==> src/rtl/seq_divider_if.sv <==
// Handshake/result bundle for seq_divider: operands and start in, status and results out.
interface seq_divider_if #(
  parameter int WIDTH = 8
);
  logic             start;
  logic [WIDTH-1:0] dividend;
  logic [WIDTH-1:0] divisor;
  logic             busy;
  logic             done;
  logic [WIDTH-1:0] quotient;
  logic [WIDTH-1:0] remainder;
  logic             div_by_zero;

  modport master (
    output start, dividend, divisor,
    input  busy, done, quotient, remainder, div_by_zero
  );

  modport slave (
    input  start, dividend, divisor,
    output busy, done, quotient, remainder, div_by_zero
  );
endinterface

==> src/rtl/seq_divider.sv <==
// Sequential restoring unsigned divider, one quotient bit per clock.
// Optional macro SEQ_DIVIDER_DIV_ZERO_EN: short-circuits divisor==0 and raises div_by_zero.
module seq_divider #(
  parameter int WIDTH = 8
) (
  input  logic         clk,
  input  logic         rst,
  seq_divider_if.slave bus
);
  localparam int CW = $clog2(WIDTH + 1);

  localparam logic [1:0] S_IDLE = 2'd0;
  localparam logic [1:0] S_RUN  = 2'd1;
  localparam logic [1:0] S_DONE = 2'd2;

  logic [1:0]       state_q, state_d;
  logic [CW-1:0]    cnt_q, cnt_d;
  logic [WIDTH-1:0] q_q, q_d;
  logic [WIDTH-1:0] r_q, r_d;
  logic [WIDTH-1:0] d_q, d_d;
  logic [WIDTH-1:0] quo_q, quo_d;
  logic [WIDTH-1:0] rem_q, rem_d;
`ifdef SEQ_DIVIDER_DIV_ZERO_EN
  logic             dbz_q, dbz_d;
`endif

  logic [WIDTH:0]   shifted;
  logic [WIDTH:0]   trial;

  // Trial subtraction is modulo 2^(WIDTH+1); the MSB acts as the borrow.
  function automatic logic [WIDTH:0] trial_sub(input logic [WIDTH:0] s,
                                               input logic [WIDTH-1:0] dv);
    return s - {1'b0, dv};
  endfunction

  always_comb begin
    state_d = state_q;
    cnt_d   = cnt_q;
    q_d     = q_q;
    r_d     = r_q;
    d_d     = d_q;
    quo_d   = quo_q;
    rem_d   = rem_q;
`ifdef SEQ_DIVIDER_DIV_ZERO_EN
    dbz_d   = dbz_q;
`endif
    shifted = {r_q, q_q[WIDTH-1]};
    trial   = trial_sub(shifted, d_q);

    case (state_q)
      S_RUN: begin
        if (!trial[WIDTH]) begin
          r_d = trial[WIDTH-1:0];
          q_d = {q_q[WIDTH-2:0], 1'b1};
        end else begin
          r_d = shifted[WIDTH-1:0];
          q_d = {q_q[WIDTH-2:0], 1'b0};
        end
        cnt_d = cnt_q + 1'b1;
        // Results become visible only when the final bit has been resolved.
        if (cnt_q == CW'(WIDTH - 1)) begin
          state_d = S_DONE;
          quo_d   = q_d;
          rem_d   = r_d;
        end
      end
      default: begin
        state_d = S_IDLE;
        if (bus.start) begin
          q_d     = bus.dividend;
          r_d     = '0;
          d_d     = bus.divisor;
          cnt_d   = '0;
          state_d = S_RUN;
`ifdef SEQ_DIVIDER_DIV_ZERO_EN
          dbz_d   = 1'b0;
          if (bus.divisor == '0) begin
            state_d = S_DONE;
            quo_d   = '1;
            rem_d   = bus.dividend;
            dbz_d   = 1'b1;
          end
`endif
        end
      end
    endcase
  end

  always_ff @(posedge clk) begin
    if (rst) begin
      state_q <= S_IDLE;
      cnt_q   <= '0;
      q_q     <= '0;
      r_q     <= '0;
      d_q     <= '0;
      quo_q   <= '0;
      rem_q   <= '0;
`ifdef SEQ_DIVIDER_DIV_ZERO_EN
      dbz_q   <= 1'b0;
`endif
    end else begin
      state_q <= state_d;
      cnt_q   <= cnt_d;
      q_q     <= q_d;
      r_q     <= r_d;
      d_q     <= d_d;
      quo_q   <= quo_d;
      rem_q   <= rem_d;
`ifdef SEQ_DIVIDER_DIV_ZERO_EN
      dbz_q   <= dbz_d;
`endif
    end
  end

  assign bus.busy      = (state_q == S_RUN);
  assign bus.done      = (state_q == S_DONE);
  assign bus.quotient  = quo_q;
  assign bus.remainder = rem_q;
`ifdef SEQ_DIVIDER_DIV_ZERO_EN
  assign bus.div_by_zero = dbz_q;
`else
  assign bus.div_by_zero = 1'b0;
`endif
endmodule

==> src/flat_wrapper.sv <==
// flat-port wrapper written by rule: the top's interface ports become plain ports
module seq_divider_flat 
#(
  parameter int WIDTH = 8
)
  (clk, rst, bus_start, bus_dividend, bus_divisor, bus_busy, bus_done, bus_quotient, bus_remainder, bus_div_by_zero);
  seq_divider_if #(.WIDTH(WIDTH)) bus_i ();
  input  logic clk;
  input  logic rst;
  input wire logic [$bits(bus_i.start)-1:0] bus_start;
  input wire logic [$bits(bus_i.dividend)-1:0] bus_dividend;
  input wire logic [$bits(bus_i.divisor)-1:0] bus_divisor;
  output wire logic [$bits(bus_i.busy)-1:0] bus_busy;
  output wire logic [$bits(bus_i.done)-1:0] bus_done;
  output wire logic [$bits(bus_i.quotient)-1:0] bus_quotient;
  output wire logic [$bits(bus_i.remainder)-1:0] bus_remainder;
  output wire logic [$bits(bus_i.div_by_zero)-1:0] bus_div_by_zero;
  assign bus_i.start = bus_start;
  assign bus_i.dividend = bus_dividend;
  assign bus_i.divisor = bus_divisor;
  assign bus_busy = bus_i.busy;
  assign bus_done = bus_i.done;
  assign bus_quotient = bus_i.quotient;
  assign bus_remainder = bus_i.remainder;
  assign bus_div_by_zero = bus_i.div_by_zero;
  seq_divider #(.WIDTH(WIDTH)) u_core (.clk(clk), .rst(rst), .bus(bus_i));
endmodule
==> config.mk <==
export PLATFORM = sky130hd
export DESIGN_NAME = seq_divider_flat
export DESIGN_NICKNAME = d
export VERILOG_FILES = /design/src/rtl/seq_divider_if.sv /design/src/rtl/seq_divider.sv /design/src/flat_wrapper.sv
export SDC_FILE = /design/constraint.sdc
export NUM_CORES = 1
export LEC_CHECK = 0
export BUFFER_PORTS_ARGS = -buffer_cell sky130_fd_sc_hd__clkbuf_2
export CAP_MARGIN = 30
export CORE_MARGIN = 2
export CORE_UTILIZATION = 35
export CTS_CLUSTER_SIZE = 25
export DETAILED_ROUTE_END_ITERATION = 16
export GPL_ROUTABILITY_DRIVEN = 0
export PLACE_DENSITY = 0.57
export SYNTH_ARGS = -nofsm -noshare
export SYNTH_HDL_FRONTEND = slang
export SYNTH_SLANG_ARGS = --single-unit
==> constraint.sdc <==
create_clock -name clk -period 2.73 [get_ports clk]
set_clock_uncertainty 0.15 [all_clocks]
set_input_delay 0.546 -clock clk [delete_from_list [all_inputs] [get_ports clk]]
set_output_delay 0.546 -clock clk [all_outputs]
set_load 0.005 [all_outputs]
* Word level (Yosys, flattened, before mapping)
Index checks and enable logic that the tools add are counted.
** Storage, ports and cells
- Flip-flop bits (word level) :: 46
- Output and inout port bits :: 19
** Cells by class
- $add $sub $neg :: 2
- Reductions and logical operators :: 3
- Bitwise operators :: 1
- Multiplexer cells :: 11
- Eq/ne operators :: 4
** Operators by type and width (number)
- 8-bit two-way mux :: 5
- 9-bit by 8-bit subtractor with 9-bit output :: 1
- 4-bit two-way mux :: 2
- 4-bit by 1-bit adder with 4-bit output (second input constant) :: 1
- 4-bit by 3-bit == test with 1-bit output (second input constant) :: 1
- 2-bit two-way mux :: 2
- 2-bit AND reduction :: 2
- 2-bit by 1-bit == test with 1-bit output (second input constant) :: 1
- 2-bit == test (second input constant) :: 1
- 1-bit two-way mux :: 2
- 2-bit by 1-bit != test with 1-bit output (second input constant) :: 1
- 2-bit nonzero test :: 1
- 1-bit inverter :: 1

* Depth between registers and ports, before layout
- Word-level depth :: 3
- Mapped depth :: 10
- Gate-level depth less buffers :: 9

* Worst setup path after synthesis
No wires, ideal clock.
- Kind :: reg2reg
- Start point :: register u_core.q_q[7]
- End point :: register u_core.r_q[6]
- Cell stages (with the launch flop) :: 11
- Data arrival time :: 2.289 ns
- Slack :: 0.170 ns
- Library setup time :: 0.121 ns
- Cells stage by stage :: dfxtp_1 -> inv_1 -> ha_1 -> inv_1 -> fa_1 -> a211oi_4 -> o211ai_2 -> a221oi_4 -> buf_6 -> mux2i_1 -> o21ai_1
** On the way
- Word-level cells in the longest chain between the ends :: 3
** Ends and longest elaborated chain
- start: declaration :: RTL line seq_divider.sv:18 : logic [WIDTH-1:0] q_q, q_d;
- start signal: assignment :: RTL line seq_divider.sv:104 : q_q <= q_d;
- 9-bit by 8-bit subtractor with 9-bit output :: RTL line seq_divider.sv:33 : return s - {1'b0, dv};
- 8-bit two-way mux :: RTL line seq_divider.sv:52 : if (!trial[WIDTH]) begin
- 8-bit two-way mux :: RTL line seq_divider.sv:50 : case (state_q)
- end signal: assignment :: RTL line seq_divider.sv:105 : r_q <= r_d;
- end: declaration :: RTL line seq_divider.sv:19 : logic [WIDTH-1:0] r_q, r_d;
No other way between the ends.
A chain may end at the register's enable or synchronous reset.

* Worst setup path in the final report
- Start point :: register u_core.q_q[7]
- End point :: register u_core.r_q[3]
Same word-level chain as after synthesis.

==> flow_summary_export.csv <==
group,metric,value,unit
synthesis,ys_warn_count,0,
die,die_y,83.64,µm
critical_path,crit_type,"flip-flop to flip-flop",
synthesis,synth.distinct_cells,40,
sta,setup_violations,0,
clock_network,clock_latency,0.30,ns
routing,drt_wl_total,5.220,mm
die,die_x,83.64,µm
die,rows,29,
job,max_cap_violations,0,
placed_design,port_buffers,36,
critical_path,r2r-end,"u_core.r_q[3]",
sta,period_share,93.42,%
routing,routedWlPerCell,14.34,µm
grt,grt_max_degree,32,
clock_network,cts.htree.levels,2,
die,dieArea,0.006995,mm²
final_layout,fin_area,0.002604,mm²
die,ios,38,
final_layout,nets,315,
sta,worstMarginPinSlew,0.5489,ns
sta,maxSlewViolCount,0,
worst_hold_path,holdCritStartpoint,"u_core.bus.remainder[6]",
synthesis,syn_inst,247,
routing,drcViolationCount,0,
grt,grt_pass1_vias,1792,
critical_path,slowest_stage,"fa_2",
placed_design,dp_hpwl,3.826,mm
routing,via_per_inst,5.151,
synthesis,synth_nets,276,
sta,finalHoldViolations,0,
critical_path,crit_family,"compound AO/OA/AOI/OAI gates",
power,power.density,684.5,mW/mm²
synthesis,avgSynthCellArea,8.986,µm²
synthesis,ys_seq_area_share,41.49,%
grt,antenna_found_initial,0,
final_layout,drive_above_1_share,20.21,%
critical_path,cp.arrival,2.58,ns
power,leakage,1.123,nW
placed_design,dpl-instance-area,0.002464,mm²
status,status,"completed",
synthesis,synthesis.area,0.002220,mm²
clock_network,hold_buffers,0,
critical_path,worstPathRequired,2.76,ns
critical_path,slowest_delay,0.37,ns
grt,overflow,0,
critical_path,crit_path_end_kind,"flip-flop",
critical_path,rrSetupSlack,0.18,ns
clock_network,clk_path_buf_depth,2,
worst_hold_path,min_path_type,"flip-flop to flip-flop",
critical_path,critical_path.cell_chain,"inv_1, ha_1, inv_1, fa_2, a211oi_4, o211ai_2, a221oi_4, buf_2, mux2i_1, o21ai_0",
final_layout,syn_to_final_growth,17.31,%
die,start_util,35.57,%
worst_hold_path,hold_path_end,"u_core.bus.remainder[6]",
critical_path,cp_max_fo,6,
critical_path,crit_path_start_kind,"flip-flop",
worst_hold_path,whs_path_depth,2,
grt,grt_usage,15.95,%
critical_path,cp_num_buf_inv,3,
clock_network,root_buffer,"clkbuf_8",
final_layout,nFillCells,644,
sta,fmax,392.1,MHz
routing,routed-via-count,1875,
sta,period_needed,2.550,ns
synthesis,ys_ff_latch,46,
routing,drtIter0Drc,79,
sta,rsz0062_at_grt,"true",
power,ir_drop,371.9,µV
critical_path,r2r_start,"u_core.q_q[7]",
critical_path,critPathMostFrequentCell,"inv_1",
grt,grt_pass1_wl,9.004,mm
clock_network,cts_tree,"done",
routing,ant_nets,0,
routing,dr.pass1.iters,4,
placed_design,pre_cts_slack,0.1318,ns
clock_network,path_clk_slew,0.09,ns
clock_network,numCtsBuffers,5,
final_layout,n_antenna_cell,0,
sta,fin_ws,0.1795,ns
die,fp.coreArea,0.006241,mm²
sta,max_slew_margin,62.93,%
sta,setup_tns,0,ns
clock_network,cts_sinks,46,
final_layout,post-route-util,41.72,%
critical_path,r2r_cells,10,
-- sequential cells by signal (all words and copies together), names as in the netlist --
name	cells
u_core.r_q	8
u_core.d_q	8
u_core.state_q	2
u_core.q_q	8
u_core.cnt_q	4
u_core.bus.remainder	8
u_core.bus.quotient	8
-- per-stage QoR --
step / hold WS [ns] / total power [W] / instances
2_1_floorplan: 0.2863 / 0.001132 / 247
4_1_cts: 0.3119 / 0.001726 / 360
5_1_grt: 0.3158 / 0.001886 / 364
6_report: 0.3118 / 0.001782 / 364
3_5_place_dp: 0.2994 / 0.001226 / 352
3_3_place_gp: 0.2971 / 0.001222 / 352
-- routing by layer --
metal / share of wire, % / vias up / global-route usage (%)
li1: - / 948 / -
met1: 50 / 886 / 22.41
met2: 45 / 33 / 24.87
met3: 3.8 / 8 / 3.363
met4: 1.1 / 0 / 4.399
met5: 0 / - / 0
-- worst min-delay path, stage by stage (launching register included) --
cell	delay [ns]
dfxtp_1	0.32
nand2_1	0.05
o21ai_1	0.05
-- worst max path at each step --
stage | endpoint | start | cells after the start
after floorplan | u_core.r_q[6] | u_core.q_q[7] | 10
after global placement | u_core.r_q[6] | u_core.q_q[7] | 10
after detailed placement | u_core.r_q[1] | u_core.q_q[7] | 10
after CTS | u_core.r_q[1] | u_core.q_q[7] | 10
after global routing | u_core.r_q[1] | u_core.q_q[7] | 10
final | u_core.r_q[3] | u_core.q_q[7] | 10
-- area by class of cell --
type                       instances  area, µm²  share of cell area (%)
timing repair buffer              45      249.0                   9.563
inverter                          13      48.80                   1.874
multi-input combinational        175       1182                   45.41
clock inverter                     1      30.03                   1.153
sequential                        46      920.9                   35.37
tap                               77      96.34                   3.700
clock buffer                       7      76.32                   2.931
-- synthesized netlist by cell type (all sizes together) --
master | number | area (µm²)
inv | 13 | 48.80
a21boi | 1 | 7.510
a21oi | 17 | 92.59
buf | 5 | 40.04
o211ai | 6 | 50.05
and4b | 1 | 10.01
nand4b | 1 | 8.760
o21ai | 13 | 65.06
or2b | 1 | 7.510
xor2 | 4 | 35.03
a2bb2oi | 1 | 8.760
conb | 1 | 3.750
mux2i | 16 | 160.2
nand2 | 30 | 112.6
nor2b | 2 | 12.51
nor3 | 3 | 15.01
o211a | 2 | 20.02
ha | 9 | 112.6
o41ai | 1 | 8.760
nand3 | 10 | 50.05
nand2b | 6 | 37.54
a311oi | 1 | 8.760
a221oi | 1 | 26.28
nor2 | 21 | 78.83
a211o | 1 | 8.760
o221ai | 1 | 8.760
nand3b | 2 | 15.01
dfxtp | 46 | 920.9
a22o | 10 | 87.58
a211oi | 11 | 100.1
fa | 1 | 20.02
nor3b | 1 | 7.510
clkbuf | 8 | 30.03
-- logic make-up after synthesis --
group	Yosys count	synth area share, %
and+or+nand+nor	78	16.01
AOI/OAI and AO/OA	66	22.21
DFF	46	41.49
buffers and inverters	26	5.355
muxes	16	7.215
adders and majority gates	10	5.975
xor gates and xnor gates	4	1.578
other	1	0.1689
-- placed cells by master (no fill, tap or decap), drive strengths merged --
cell type and n:
dfxtp 46, a221oi 1, nand3b 2, a311oi 1, nor3 3, clkbuf 43, o211a 2, a2bb2oi 1
nor2 21, nand3 10, o41ai 1, nand2b 6, and4b 1, o221ai 1, or2b 1, ha 9
buf 9, a21oi 17, o211ai 6, nor2b 2, xor2 4, nand2 30, a211o 1, a211oi 11
bufinv 1, a21boi 1, a22o 10, fa 1, nand4b 1, conb 1, o21ai 13, nor3b 1
inv 13, mux2i 16
-- where the power goes --
part	switching (W)	internal [W]
clock network	0.000232	0.000274
registers	0.0000317	0.000705
logic	0.000289	0.000251
total	0.000552	0.00123
-- repair_timing --
item                       4_1_cts  5_1_grt
buffers inserted                 0        3
gates resized for setup          0        2
setup endpoints to repair        0       14
Note: power is estimated with default switching activity, not from simulation.
